**src/rtl/add_slice_sched.sv**
```systemverilog
// add_slice_sched: round-robin scheduler running two requesters' W-bit adds through one shared SLICE_W adder
module add_slice_sched #(
    parameter int SLICE_W  = 16,
    parameter int N_SLICES = 4
) (
    input  logic                          clk,
    input  logic                          rst,
    input  logic                          req0_valid,
    output logic                          req0_ready,
    input  logic [SLICE_W*N_SLICES-1:0]   req0_a,
    input  logic [SLICE_W*N_SLICES-1:0]   req0_b,
    input  logic                          req0_cin,
    input  logic                          req1_valid,
    output logic                          req1_ready,
    input  logic [SLICE_W*N_SLICES-1:0]   req1_a,
    input  logic [SLICE_W*N_SLICES-1:0]   req1_b,
    input  logic                          req1_cin,
    output logic [SLICE_W-1:0]            slice_a,
    output logic [SLICE_W-1:0]            slice_b,
    output logic                          slice_cin,
    input  logic [SLICE_W-1:0]            slice_sum,
    input  logic                          slice_cout,
    output logic                          resp_valid,
    input  logic                          resp_ready,
    output logic [SLICE_W*N_SLICES-1:0]   resp_sum,
    output logic                          resp_cout,
    output logic                          resp_id
);
    localparam int W  = SLICE_W * N_SLICES;
    localparam int KW = N_SLICES > 1 ? $clog2(N_SLICES) : 1;
    typedef enum logic [1:0] {IDLE, RUN, DONE} state_t;
    state_t        r_state;
    logic [KW-1:0] r_k;
    logic [W-1:0]  r_a, r_b, r_sum;
    logic          r_carry, r_id, r_last;
    logic          w_any, w_gnt, w_run, w_idle;
    // Operands shift down one slice per RUN cycle so the low slice is always the one in flight;
    // r_last remembers the previous winner so a tie goes to the other requester.
    always_comb begin
        w_idle     = r_state == IDLE;
        w_run      = r_state == RUN;
        w_any      = req0_valid | req1_valid;
        w_gnt      = (req0_valid & req1_valid) ? ~r_last : req1_valid;
        req0_ready = w_idle & req0_valid & ~w_gnt;
        req1_ready = w_idle & req1_valid & w_gnt;
        slice_a    = w_run ? r_a[SLICE_W-1:0] : '0;
        slice_b    = w_run ? r_b[SLICE_W-1:0] : '0;
        slice_cin  = w_run & r_carry;
        resp_valid = r_state == DONE;
        resp_sum   = r_sum;
        resp_cout  = r_carry;
        resp_id    = r_id;
    end
    // Scheduler FSM: capture the winner, walk the slices low to high, hold the result until taken
    always_ff @(posedge clk) begin
        if (rst) begin
            r_state <= IDLE;
            r_k     <= '0;
            r_a     <= '0;
            r_b     <= '0;
            r_sum   <= '0;
            r_carry <= 1'b0;
            r_id    <= 1'b0;
            r_last  <= 1'b1;
        end else begin
            case (r_state)
                IDLE: if (w_any) begin
                    r_a     <= w_gnt ? req1_a : req0_a;
                    r_b     <= w_gnt ? req1_b : req0_b;
                    r_carry <= w_gnt ? req1_cin : req0_cin;
                    r_id    <= w_gnt;
                    r_last  <= w_gnt;
                    r_k     <= '0;
                    r_state <= RUN;
                end
                RUN: begin
                    r_a     <= r_a >> SLICE_W;
                    r_b     <= r_b >> SLICE_W;
                    r_sum   <= W'({slice_sum, r_sum} >> SLICE_W);
                    r_carry <= slice_cout;
                    r_k     <= r_k + 1'b1;
                    if (r_k == KW'(N_SLICES - 1)) r_state <= DONE;
                end
                DONE: if (resp_ready) r_state <= IDLE;
                default: r_state <= IDLE;
            endcase
        end
    end
endmodule

```
**config.mk**
```make
export PLATFORM = sky130hd
export DESIGN_NAME = add_slice_sched
export DESIGN_NICKNAME = d
export VERILOG_FILES = /design/src/rtl/add_slice_sched.sv
export SDC_FILE = /design/constraint.sdc
export NUM_CORES = 1
export LEC_CHECK = 0
export CAP_MARGIN = 20
export CELL_PAD_IN_SITES_DETAIL_PLACEMENT = 1
export CELL_PAD_IN_SITES_GLOBAL_PLACEMENT = 1
export CORE_MARGIN = 3
export CORE_UTILIZATION = 29
export CTS_CLUSTER_SIZE = 30
export DETAILED_ROUTE_END_ITERATION = 8
export PLACE_DENSITY_LB_ADDON = 0.25
export SETUP_SLACK_MARGIN = 0.5
export SYNTH_ARGS = -nofsm -noshare
export SYNTH_HDL_FRONTEND = slang
export SYNTH_SLANG_ARGS = --single-unit
```
**constraint.sdc**
```tcl
create_clock -name clk -period 2.4 [get_ports clk]
set_clock_uncertainty 0.1 [all_clocks]
set_input_delay 0.48 -clock clk [delete_from_list [all_inputs] [get_ports clk]]
set_output_delay 0.48 -clock clk [all_outputs]
set_load 0.02 [all_outputs]
```
======== Yosys cells after proc, flatten, opt, wreduce, memory -nomap -nowiden ========
Index checks and enable logic that the tools add are counted.
storage, ports and cells
  input bits .............................. 280
  output and inout bits ................... 102
  RAM bits ................................ 0
  memory bits (read-only) ................. 0
  logic and storage cells ................. 47
  bits in latches ......................... 0
  flip-flop bits (word level) ............. 199
  memories kept ........................... 0
operators by class
  $lt $le $gt $ge ......................... 0
  divide/modulo/power cells ............... 0
  mux-type cells .......................... 18
  $mul .................................... 0
  bitwise logic cells ..................... 9
  shift-type cells ........................ 0
  $add $sub $neg .......................... 1
  equality and inequality tests ........... 6
  reductions and logical operators ........ 5
operator list
  cell                   count
  $mux W64               4
  $pmux W64 S2           2
  $mux W16               2
  $mux W2                4
  $and A1 B1 Y1          6
  $pmux W2 S3            1
  $eq A2 B2 Y1 const B   2
  $ne A2 B1 Y1 const B   2
  $pmux W2 S2            1
  $reduce_and A2 Y1      2
  $mux W1                3
  $reduce_and A3 Y1      1
  $add A2 B1 Y2 const B  1
  $eq A2 B1 Y1 const B   1
  $logic_not A2 Y1       1
  $ne A2 B2 Y1 const B   1
  $not A1 Y1             2
  $pmux W1 S2            1
  $reduce_bool A2 Y1     1
  $or A1 B1 Y1           1

======== Longest topological paths before layout ========
  word-level depth ........................ 5
  gate-level depth with buffers ........... 8
  mapped depth without buffers ............ 5

======== Least setup slack after synthesis ========
No wires, ideal clock.
  kind .................................... in2out
  start point ............................. input req1_valid
  end point ............................... output req1_ready
  buffers on the path ..................... 3
  slack ................................... 0.315 ns
  stages on the path ...................... 5
  arrival ................................. 1.505 ns
  data required time ...................... 1.820 ns
  cells stage by stage .................... a21boi_2 buf_2 buf_2 buf_4 and2_1
between the ends
  cells in the longest elaborated chain, start to end .. 3
  elaborated cells on any way between the ends .. 4
  classes of those cells .................. mux (1); bitwise (3)
ends and longest elaborated chain
  element            line  source
  start, declared    13    input logic req1_valid,
  $and A1 B1 Y1      43    w_gnt = (req0_valid & req1_valid) ? ~r_last : req1_valid;
  $mux W1            43
  $and A1 B1 Y1 (*)  45    req1_ready = w_idle & req1_valid & w_gnt;
  end, declared      14    output logic req1_ready,
Every way passes the cells marked *; elsewhere a longest branch is shown, timed or not.

======== Final worst setup path ========
  start point ............................. register r_state[1]
  end point ............................... output slice_a[15]
between the ends
  cells in the longest elaborated chain, start to end .. 2
ends and longest elaborated chain
  element                 line  source
  start, declared         32    state_t r_state;
  start signal, assigned  57    r_state <= IDLE;
  start signal, assigned  74    r_state <= RUN;
  start signal, assigned  82    if (r_k == KW'(N_SLICES - 1)) r_state <= DONE;
  $eq A2 B1 Y1            41    w_run = r_state == RUN;
  $mux W16                46    slice_a = w_run ? r_a[SLICE_W-1:0] : '0;
  end, declared           18    output logic [SLICE_W-1:0] slice_a,
Every way passes these cells.

==> impl_metrics.toml <==
[grt]
grt_max_degree = 77
grt_first_pass_wirelength_um = 55500
antenna_found_initial = 4
grtUsageTotal_pct = 21.4
grt_pass1_vias = 9485
grt_remaining_overflow = 0

[hold_path]
hold_class = "primary input to flop"
hold_depth = 2

[timing]
worstMarginPinSlew_ns = 0.627
hold_slack_ns = 0.302
drv_slew = 0
period_share_pct = 93.6
hold_violations = 0
post-route-min-period_ns = 2.25
slew_headroom_pct = 58.2
rsz0062_at_grt = "yes"
finalSetupViolCount = 0
fmaxAchievable_mhz = 445

[detailed_routing]
routedWlPerCell_um = 21.2
final_antenna_net_count = 0
route.detailed.drc = 0
drt_first_pass_iters = 5
wirelength_um = 39000
drt_iter0_drc = 525
viasPerCell = 5.20
vias = 9574

[layout]
layout-drive-gt1-share_pct = 19.8
multi_input_area_um2 = 5060
fill_cells = 3396
area_delta_synth_final_pct = 69.1
nets = 1716
post-route-util_pct = 50.6
seqCellArea_um2 = 3990
finalNonFillerCells = 1840

[power]
clockPowerShare_pct = 34.0
p_leak_nw = 5.85
p_sw_mw = 2.55
peakVddDrop_v = 0.000491
power_frac_comb_pct = 23.9
swShare_pct = 29.3
seq_power_share_pct = 42.1
p_per_area_nw_per_um2 = 571
intPower_mw = 6.15

[place]
place_hpwl_um = 26000
port-buffer-count = 381
placedCellCount = 1758
gp_congestion = 0.830

[cts]
tritoncts = "done"
root_buffer = "clkbuf_16"
clkSlewWorstSetupHoldPaths_ns = 0.08
clock_latency_ns = 0.45
cts.sink_count = 199
numCtsBuffers = 17
clock_path_buffers = 2
htreeDepth = 4
hold_buffers = 0

[yosys]
synth_top_family_by_area = "compound AO/OA/AOI/OAI gates"
synth_edf_count = 0
syn_inst = 1060
async_reset_ff_share_pct = 0
synthesis.nets = 1341
synth_seq_area_share_pct = 44.2
synth-compound-area-share_pct = 27.0
synth_area_leaders = "dfxtp_1 44%, a32o_1 8.0%, o21ai_0 7.9%, mux2i_1 6.3%, nand2_1 5.5%"
synthAdderAreaFrac_pct = 0.139
synth_top_cell_area_share_pct = 44.2
yosys.area_share.simple_pct = 16.8
yosysWarnings = 0
synth_top_cell_by_area = "dfxtp_1"
synth_cell_types = 29
avgSynthCellArea_um2 = 8.50
synthXorXnorAreaFrac_pct = 0
syn_area_um2 = 9010
synth_mux_area_share_pct = 6.34
synth-seq-cells = 199
postSynth.topFlopCell = "dfxtp_1"

[setup_path]
path_depth = 6
path_cells = "and2b_4 > buf_6 > buf_12 > buf_16 > and2_4 > buf_6"
crit_fanout = 3
cp_common_cell = "buf_6"
path_delay_family = "buffers and inverters"
end_kind = "output port"
worst_setup_path_start_kind = "flop"
r2r_cells = 10
crit_slowest_cell = "dfxtp_2"
arrival_ns = 1.67
cp.required_ns = 1.82
worstSetupPathType = "flop to output port"
critical_path.max_stage_delay_ns = 0.32
worst-path-buf-inv = 4

[floorplanning]
die-area_um2 = 33200
core_um2 = 30100
fp.dieW_um = 182
num_rows = 63
die_h_um = 182
io_pins = 382
initial_core_util_pct = 29.9

[flow_run]
maxCapViolCount = 0

[run_status]
status = "completed"
sequential cells by signal (all words and copies together), names as in the netlist:
register	flops
r_k	2
resp_id	1
resp_cout	1
resp_sum	64
r_a	64
r_last	1
r_state	2
r_b	64
logic make-up (layout without fill, tap and decap cells):
kind of cell / Yosys count / in the layout
other cells: 0 / 2
simple gates: 325 / 325
flops: 199 / 199
fa+ha+maj: 1 / 1
buf+inv: 109 / 497
mux: 57 / 57
compound gates: 369 / 369
worst reg2reg max path, delay by kind of cell (launching register included):
family,cells,cell delay [ns]
compound gates,3,0.64
flops,1,0.34
buf+inv,6,0.78
simple gates,1,0.19
worst paths after layout:
path	start	endpoint	slack, ns
worst max-delay path	r_state[1]	slice_a[15]	0.15
worst max register to register	r_state[0]	r_b[20]	0.25
worst min register to register	resp_sum[10]	resp_sum[10]	0.35
worst min-delay path	rst	resp_sum[57]	0.30
per-layer routing:
layer	GRT usage, %	wire length (µm)	vias up
met5	0	23	-
met4	4.51	623	4
met3	5.78	2550	37
met2	37.5	19400	314
met1	26.3	16400	4674
li1	-	-	4545
power groups by stage:
stage | Clock, mW | Combinational [mW] | Sequential [mW]
final | 2.96 | 2.08 | 3.66
after detailed placement | 0 | 1.67 | 3.73
after CTS | 3.03 | 1.88 | 3.65
after global routing | 3.17 | 2.23 | 3.68
after global placement | 0 | 1.64 | 3.72
after floorplan | 0 | 0.800 | 3.71
cell usage after synthesis, types with 3 or more instances:
cell and count:
buf_4 4, nor2_1 79, a22oi_1 26, clkbuf_1 70, inv_1 3, nand2b_1 73, a21oi_1 68, a32o_1 72
o22ai_1 25, dfxtp_1 199, nand2_1 132, buf_2 25, o21ai_0 142, o2bb2ai_1 32, mux2i_1 57, buf_6 4
and2_1 35
layout by cell type, fill, tap and decap left out, types with 28 or more instances in the layout:
cell,n
nand2_1,131
a32o_1,69
and2_4,35
clkdlybuf4s50_1,276
o21ai_1,60
a21oi_1,68
o21ai_0,28
o2bb2ai_1,32
o21ai_2,49
nor2_1,44
dlygate4sd2_1,68
nand2b_1,72
dfxtp_1,197
buf_6,50
mux2i_1,56
repair_timing:
| item | CTS | global route |
|---|---|---|
| gates cloned | 9 | 8 |
| endpoints found under the hold margin | 0 | 0 |
| pin swaps | 40 | 58 |
| gates resized for setup | 396 | 192 |
| setup endpoints to repair | 181 | 143 |
| buffers inserted | 24 | 7 |
final cells by class:
type | instances | area share, %
tap | 390 | 3.20
clock buffer | 19 | 2.84
timing repair buffer | 462 | 33.4
antenna | 2 | 0.0329
clock inverter | 13 | 1.03
multi-input combinational | 752 | 33.2
inverter | 3 | 0.0739
sequential | 199 | 26.2
through the flow:
step	cell area (µm²)	setup slack, ns	power [mW]	setup TNS [ns]
finish	15200	0.154	8.69	0
global route	15200	0.108	9.07	0
CTS	14500	0.136	8.57	0
detailed placement	13300	-0.196	5.40	-0.835
global placement	13300	-0.172	5.37	-0.493
floorplan	9110	0.456	4.51	0
No activity file was read; power rests on OpenSTA's default activity.
